$ cat src/rtl/dcache_2way_wb.sv
// Two-way set-associative, write-back, write-allocate cache between a pipeline memory port and 128-bit block memory.
// Optional macro CACHE_CRITICAL_WORD_EN: a read miss is answered from mem_rdata in the refill cycle itself.
module dcache_2way_wb #(
  parameter int SET_BITS = 2
) (
  input  logic         clk,
  input  logic         rst_n,
  input  logic         proc_read,
  input  logic         proc_write,
  input  logic [29:0]  proc_addr,
  input  logic [31:0]  proc_wdata,
  output logic [31:0]  proc_rdata,
  output logic         proc_stall,
  output logic         mem_read,
  output logic         mem_write,
  output logic [27:0]  mem_addr,
  output logic [127:0] mem_wdata,
  input  logic [127:0] mem_rdata,
  input  logic         mem_ready
);

  localparam int TAG_BITS = 28 - SET_BITS;
  localparam int SETS     = 1 << SET_BITS;

  typedef enum logic [1:0] {IDLE, WRITEBACK, ALLOCATE} state_t;
  state_t state, state_next;

  logic                valid_q [2][SETS];
  logic                dirty_q [2][SETS];
  logic                lru_q   [SETS];
  logic [TAG_BITS-1:0] tag_q   [2][SETS];
  logic [127:0]        data_q  [2][SETS];

  logic [SET_BITS-1:0] idx;
  logic [TAG_BITS-1:0] tag_in;
  logic [1:0]          word;
  logic                req, hit0, hit1, hit, hit_way, victim;
  logic                hit_access, fill_done, cw_serve;

  assign idx        = proc_addr[SET_BITS+1:2];
  assign tag_in     = proc_addr[29:SET_BITS+2];
  assign word       = proc_addr[1:0];
  assign req        = proc_read | proc_write;
  assign hit0       = valid_q[0][idx] && (tag_q[0][idx] == tag_in);
  assign hit1       = valid_q[1][idx] && (tag_q[1][idx] == tag_in);
  assign hit        = hit0 | hit1;
  assign hit_way    = hit1;
  // Invalid ways are filled before anything is evicted; the choice stays stable for the whole miss.
  assign victim     = !valid_q[0][idx] ? 1'b0 : (!valid_q[1][idx] ? 1'b1 : lru_q[idx]);
  assign hit_access = (state == IDLE) && req && hit;
  assign fill_done  = (state == ALLOCATE) && mem_ready;

`ifdef CACHE_CRITICAL_WORD_EN
  assign cw_serve = fill_done && !proc_write;
`else
  assign cw_serve = 1'b0;
`endif

  always_ff @(posedge clk or negedge rst_n) begin
    if (!rst_n) state <= IDLE;
    else        state <= state_next;
  end

  always_comb begin
    state_next = state;
    unique case (state)
      IDLE: begin
        if (req && !hit)
          state_next = (valid_q[victim][idx] && dirty_q[victim][idx]) ? WRITEBACK : ALLOCATE;
      end
      WRITEBACK: if (mem_ready) state_next = ALLOCATE;
      ALLOCATE:  if (mem_ready) state_next = IDLE;
      default:   state_next = IDLE;
    endcase
  end

  always_comb begin
    proc_stall = 1'b0;
    mem_read   = 1'b0;
    mem_write  = 1'b0;
    mem_addr   = proc_addr[29:2];
    mem_wdata  = data_q[victim][idx];
    proc_rdata = data_q[hit_way][idx][{word, 5'b0} +: 32];
    unique case (state)
      IDLE: proc_stall = req && !hit;
      WRITEBACK: begin
        mem_write  = 1'b1;
        proc_stall = 1'b1;
        mem_addr   = {tag_q[victim][idx], idx};
      end
      ALLOCATE: begin
        mem_read   = 1'b1;
        proc_stall = !cw_serve;
        if (cw_serve) proc_rdata = mem_rdata[{word, 5'b0} +: 32];
      end
      default: ;
    endcase
  end

  // Line status; a reset discards every line, dirty or not.
  always_ff @(posedge clk or negedge rst_n) begin
    if (!rst_n) begin
      for (int s = 0; s < SETS; s++) begin
        valid_q[0][s] <= 1'b0;
        valid_q[1][s] <= 1'b0;
        dirty_q[0][s] <= 1'b0;
        dirty_q[1][s] <= 1'b0;
        lru_q[s]      <= 1'b0;
      end
    end else if (hit_access) begin
      lru_q[idx] <= ~hit_way;
      if (proc_write) dirty_q[hit_way][idx] <= 1'b1;
    end else if (fill_done) begin
      valid_q[victim][idx] <= 1'b1;
      dirty_q[victim][idx] <= 1'b0;
      if (cw_serve) lru_q[idx] <= ~victim;
    end
  end

  always_ff @(posedge clk) begin
    if (hit_access && proc_write) begin
      data_q[hit_way][idx][{word, 5'b0} +: 32] <= proc_wdata;
    end else if (fill_done) begin
      data_q[victim][idx] <= mem_rdata;
      tag_q[victim][idx]  <= tag_in;
    end
  end

endmodule
$ cat config.mk
export PLATFORM = sky130hd
export DESIGN_NAME = dcache_2way_wb
export DESIGN_NICKNAME = d
export VERILOG_FILES = /design/src/rtl/dcache_2way_wb.sv
export SDC_FILE = /design/constraint.sdc
export NUM_CORES = 2
export LEC_CHECK = 0
export CORE_AREA = 2 2 336 670
export CTS_CLUSTER_DIAMETER = 100
export DETAILED_ROUTE_END_ITERATION = 10
export DIE_AREA = 0 0 338 672
export GPL_TIMING_DRIVEN = 0
export PLACE_DENSITY = 0.39
export REMOVE_ABC_BUFFERS = 1
export SETUP_SLACK_MARGIN = 0.1
export SLEW_MARGIN = 30
export SYNTH_ARGS = -nofsm -noshare
export SYNTH_HDL_FRONTEND = slang
export SYNTH_SLANG_ARGS = --single-unit
$ cat constraint.sdc
create_clock -name clk -period 8.6 [get_ports clk]
set_clock_uncertainty 0.1 [all_clocks]
set_input_delay 1.29 -clock clk [delete_from_list [all_inputs] [get_ports clk]]
set_output_delay 1.29 -clock clk [all_outputs]
set_load 0.005 [all_outputs]
==> PnR_summary.wiki <==
{| class="wikitable"
! Metric !! Value
|-
| Final Hold Violating Endpoints || 0
|-
| Max-cap violations || 0
|-
| Yosys Warn Count || 0
|-
| Fraction of power spent switching nets || 29.99%
|-
| DRT antenna net count || 0
|-
| Total power divided by cell area || 258.9 nW/um^2
|-
| Share of flip-flops with an asynchronous set or reset || under 10%
|-
| Int Power || 12.63 mW
|-
| Maximum fanout along the worst path || 45
|-
| DP Wirelength || approximately 160 mm
|-
| Reported leakage power || 24.19 nW
|-
| Post-route fraction of the period consumed by the critical path || between 90% and 100%
|-
| Layout Nets || 4033
|-
| Maximum achievable frequency || 118.1 MHz
|-
| Maximum number of pins on one net before global-route repair || 70
|-
| Layout-stage area growth over the synthesis result || 26.14%
|-
| Final setup violating endpoints || 0
|-
| Setup repair after global routing missed its margin || no
|-
| Cell-by-cell trace of the critical path || buf_12, buf_16, buf_16, mux4_2, xnor2_1, nand2_1, or4_1, or4_4, buf_12, buf_12, mux2i_1, a22o_1, a221oi_2, clkdlybuf4s50_1
|-
| Number of remaining DRC errors || 0
|-
| Initial drt markers || between 2k and 2.5k
|-
| Part of the total power dissipated in the clock network || 32.1%
|-
| Number of top-level design ports || 386
|-
| Commonest register cell after synthesis || sky130_fd_sc_hd__edfxtp_1
|-
| Standard cell core area || 222200 um^2
|-
| Post-place instance area || 65230 um^2
|-
| CTS tree || done
|-
| Number of detailed-route iterations in the first pass || 5
|-
| Number of levels the H-tree was split into || 4
|-
| Area leader, netlist || sky130_fd_sc_hd__edfxtp_1
|-
| Cell at the root of the clock tree || sky130_fd_sc_hd__clkbuf_16
|-
| Clock slew seen by the registers of the worst setup and hold paths || 0.06 ns
|-
| Latest clock arrival within the worst-skew pair || approximately 0.77 ns
|-
| Share of the synthesized area in the top cell type || 66.95%
|-
| Sinks on the clock net || around 1.3k
|-
| Antenna violations before repair || 25
|-
| Family with the most delay on the worst path || buffers and inverters
|-
| Starting density of the core || around a quarter
|-
| Cell seen most often among critical-path stages || sky130_fd_sc_hd__buf_12
|-
| Min-Delay Path Class || flop to flop
|-
| Die Footprint || 227100 um^2
|-
| Fill count || 21.80k
|-
| CP startpoint kind || primary input
|-
| Cells after Synth || 3267
|-
| DR vias || 32.10k
|-
| Summed negative setup slack over all endpoints || 0 ns
|-
| Overall die height || 672 um
|-
| Logic gate share of total power || a little over a quarter
|-
| Global placement routability congestion || 0.7922
|-
| Leftover overflow at the end of global routing || 0
|-
| Synthesis-stage register bit count || 1254
|-
| Most instantiated cells after synthesis || sky130_fd_sc_hd__edfxtp_1, sky130_fd_sc_hd__nand2_1, sky130_fd_sc_hd__mux4_2
|-
| Count of non-filler cells in the finished layout || 6900
|-
| Number of max-slew violations in the final report || 0
|-
| Worst hold margin || between 0.3 and 0.4 ns
|-
| Leading cell types by total area after synthesis || sky130_fd_sc_hd__edfxtp_1, sky130_fd_sc_hd__mux4_2, sky130_fd_sc_hd__mux2i_1, sky130_fd_sc_hd__nand2_1, sky130_fd_sc_hd__dfrtp_1
|-
| Post-route standard cell area excluding fillers || 69700 um^2
|-
| Vias per std cell || 4.652
|-
| Tmin final || ~8.5 ns
|-
| Longest Clk Path Bufs || 4
|-
| Critical path endpoint category || output pin
|-
| TritonCTS Buffers || 139
|-
| Via count of the first global-routing pass || 33.69k
|-
| Total net switching power || between 5 and 6 mW
|-
| Combined buffer and inverter count along the critical path || 6
|-
| Routed wire length || 214.2 mm
|-
| Part of the power in registers || 40.8%
|-
| Worst IR drop on VDD || 0.1683 mV
|-
| Area taken by flip-flops and latches || 37550 um^2
|-
| Final routed wire length divided by cell count || a little over 30 um
|-
| Port Buf Inserts || 385
|-
| Average cell area after synthesis || about 17 um^2
|-
| Width of the chip || around 340 um
|-
| CP Class || primary input to output pin
|-
| Run status || finished clean
|-
| Actual slew at the worst max-slew pin || 0.9935 ns
|-
| Area of combinational cells with multiple inputs || around 17000 um^2
|-
| Most numerous cell in the Yosys netlist || sky130_fd_sc_hd__edfxtp_1
|-
| Count of flip-flops with a built-in enable after synthesis || 1232
|-
| Endpoint required time on the critical path || about 7 ns
|-
| Post-placement cell count || ~6.6k
|-
| Slowest cell on crit path || sky130_fd_sc_hd__or4_1
|-
| Area of the mapped netlist || between 50000 and 60000 um^2
|-
| Wire length of the first global-routing pass || 288.9 mm
|-
| Max-Slew Margin vs Limit || 31.87%
|-
| Std cell rows || about 250
|-
| Sequential fraction of the synthesis area || 67.95%
|-
| CP peak stage delay || 0.68 ns
|-
| Cell variety after synth || 52
|-
| Fraction of final layout cells sized beyond drive strength 1 || 23.31%
|-
| Arr. time, crit path || between 7 and 8 ns
|-
| GRT Overall Usage || 18.74%
|}
## power by group through the flow
stage | Sequential, mW | Combinational [mW] | Clock, mW
after detailed placement | 7.50 | 5.00 | 0
after CTS | 7.36 | 5.04 | 5.97
after floorplan | 7.51 | 2.30 | 0
after global placement | 7.60 | 4.87 | 0
after global routing | 7.39 | 5.24 | 6.15
final | 7.36 | 4.88 | 5.80
## cells by family after synthesis
logic type	Yosys count	synth area share, %
DFF	1254	67.95
AOI/OAI and AO/OA	218	2.821
xor gates and xnor gates	53	0.8401
adders and majority gates	9	0.2038
muxes	671	20.37
buffers and inverters	354	2.638
and+or+nand+nor	708	5.181
## stage by stage
step	util [%]	power (mW)	setup slack [ns]
5_1_grt	31.35	18.77	0.1031
4_1_cts	31.35	18.37	0.1212
6_report	31.36	18.04	0.1332
2_1_floorplan	-	9.812	-7.378
3_3_place_gp	27.85	12.47	-67.87
3_5_place_dp	29.35	12.50	-0.8732
## sequential cells by signal (all words and copies together), names as in the netlist
| register | count |
|---|---|
| data_q | 1024 |
| dirty_q | 8 |
| lru_q | 4 |
| state | 2 |
| tag_q | 208 |
| valid_q | 8 |
## per-layer routing
metal,routed length [um],vias to the layer above,global-route usage [%]
met1,82230,17017,22.23
met3,12230,216,3.409
met5,48,-,0
met4,6232,8,5.657
li1,-,13939,-
met2,113400,919,33.98
## worst reg2reg max path, stage by stage (launching register included)
cell,delay (ns)
sky130_fd_sc_hd__edfxtp_1,0.36
sky130_fd_sc_hd__mux4_2,0.50
sky130_fd_sc_hd__xnor2_1,0.45
sky130_fd_sc_hd__nand4_1,0.19
sky130_fd_sc_hd__or3_4,0.50
sky130_fd_sc_hd__nor4_4,0.36
sky130_fd_sc_hd__buf_2,0.24
sky130_fd_sc_hd__buf_2,0.21
sky130_fd_sc_hd__buf_2,0.21
sky130_fd_sc_hd__o21ai_1,0.10
sky130_fd_sc_hd__a22oi_2,0.61
sky130_fd_sc_hd__nor3b_2,0.71
sky130_fd_sc_hd__buf_4,0.27
sky130_fd_sc_hd__buf_4,0.19
sky130_fd_sc_hd__buf_4,0.21
sky130_fd_sc_hd__buf_4,0.20
sky130_fd_sc_hd__buf_4,0.19
## placed cells by master (no fill, tap or decap), drive strengths merged, types with 18 or more instances in the layout
master,count
nand3,22
and3,27
nor2,46
clkdlybuf4s50,370
a21oi,56
nand2,564
nor3,20
xnor2,48
clkinv,52
a31oi,18
dfrtp,22
mux2i,302
edfxtp,1232
a221oi,34
mux4,362
a22o,34
clkbuf,165
buf,262
inv,147
## final timing paths
kind | startpoint | to | slack [ns] | cells past startpoint
max | proc_addr[2] | proc_rdata[27] | 0.13 | 14
min | valid_q[4] | valid_q[4] | 0.39 | 1
max reg2reg | tag_q[1][2] | data_q[1][500] | 2.71 | 16
min reg2reg | valid_q[4] | valid_q[4] | 0.39 | 1
max in group asynchronous | rst_n | dirty_q[4] | 7.61 | 1
min in group asynchronous | rst_n | dirty_q[3] | 0.40 | 1
## layout make-up
cell class                      count  area share [%]
Antenna cell                       11         0.03949
Clock buffer                      165           5.253
Clock inverter                     72          0.8922
Inverter                          141          0.7701
Multi-Input combinational cell   1659           23.94
Sequential cell                  1254           53.87
Tap cell                         2964           5.321
Timing Repair Buffer              634           9.920
## timing repair
item                                    CTS  global route
hold buffers                              0             0
endpoints found under the setup margin   32             0
resized for setup                        15             0
buffers inserted                          1             0
Note: power is estimated with default switching activity, not from simulation.
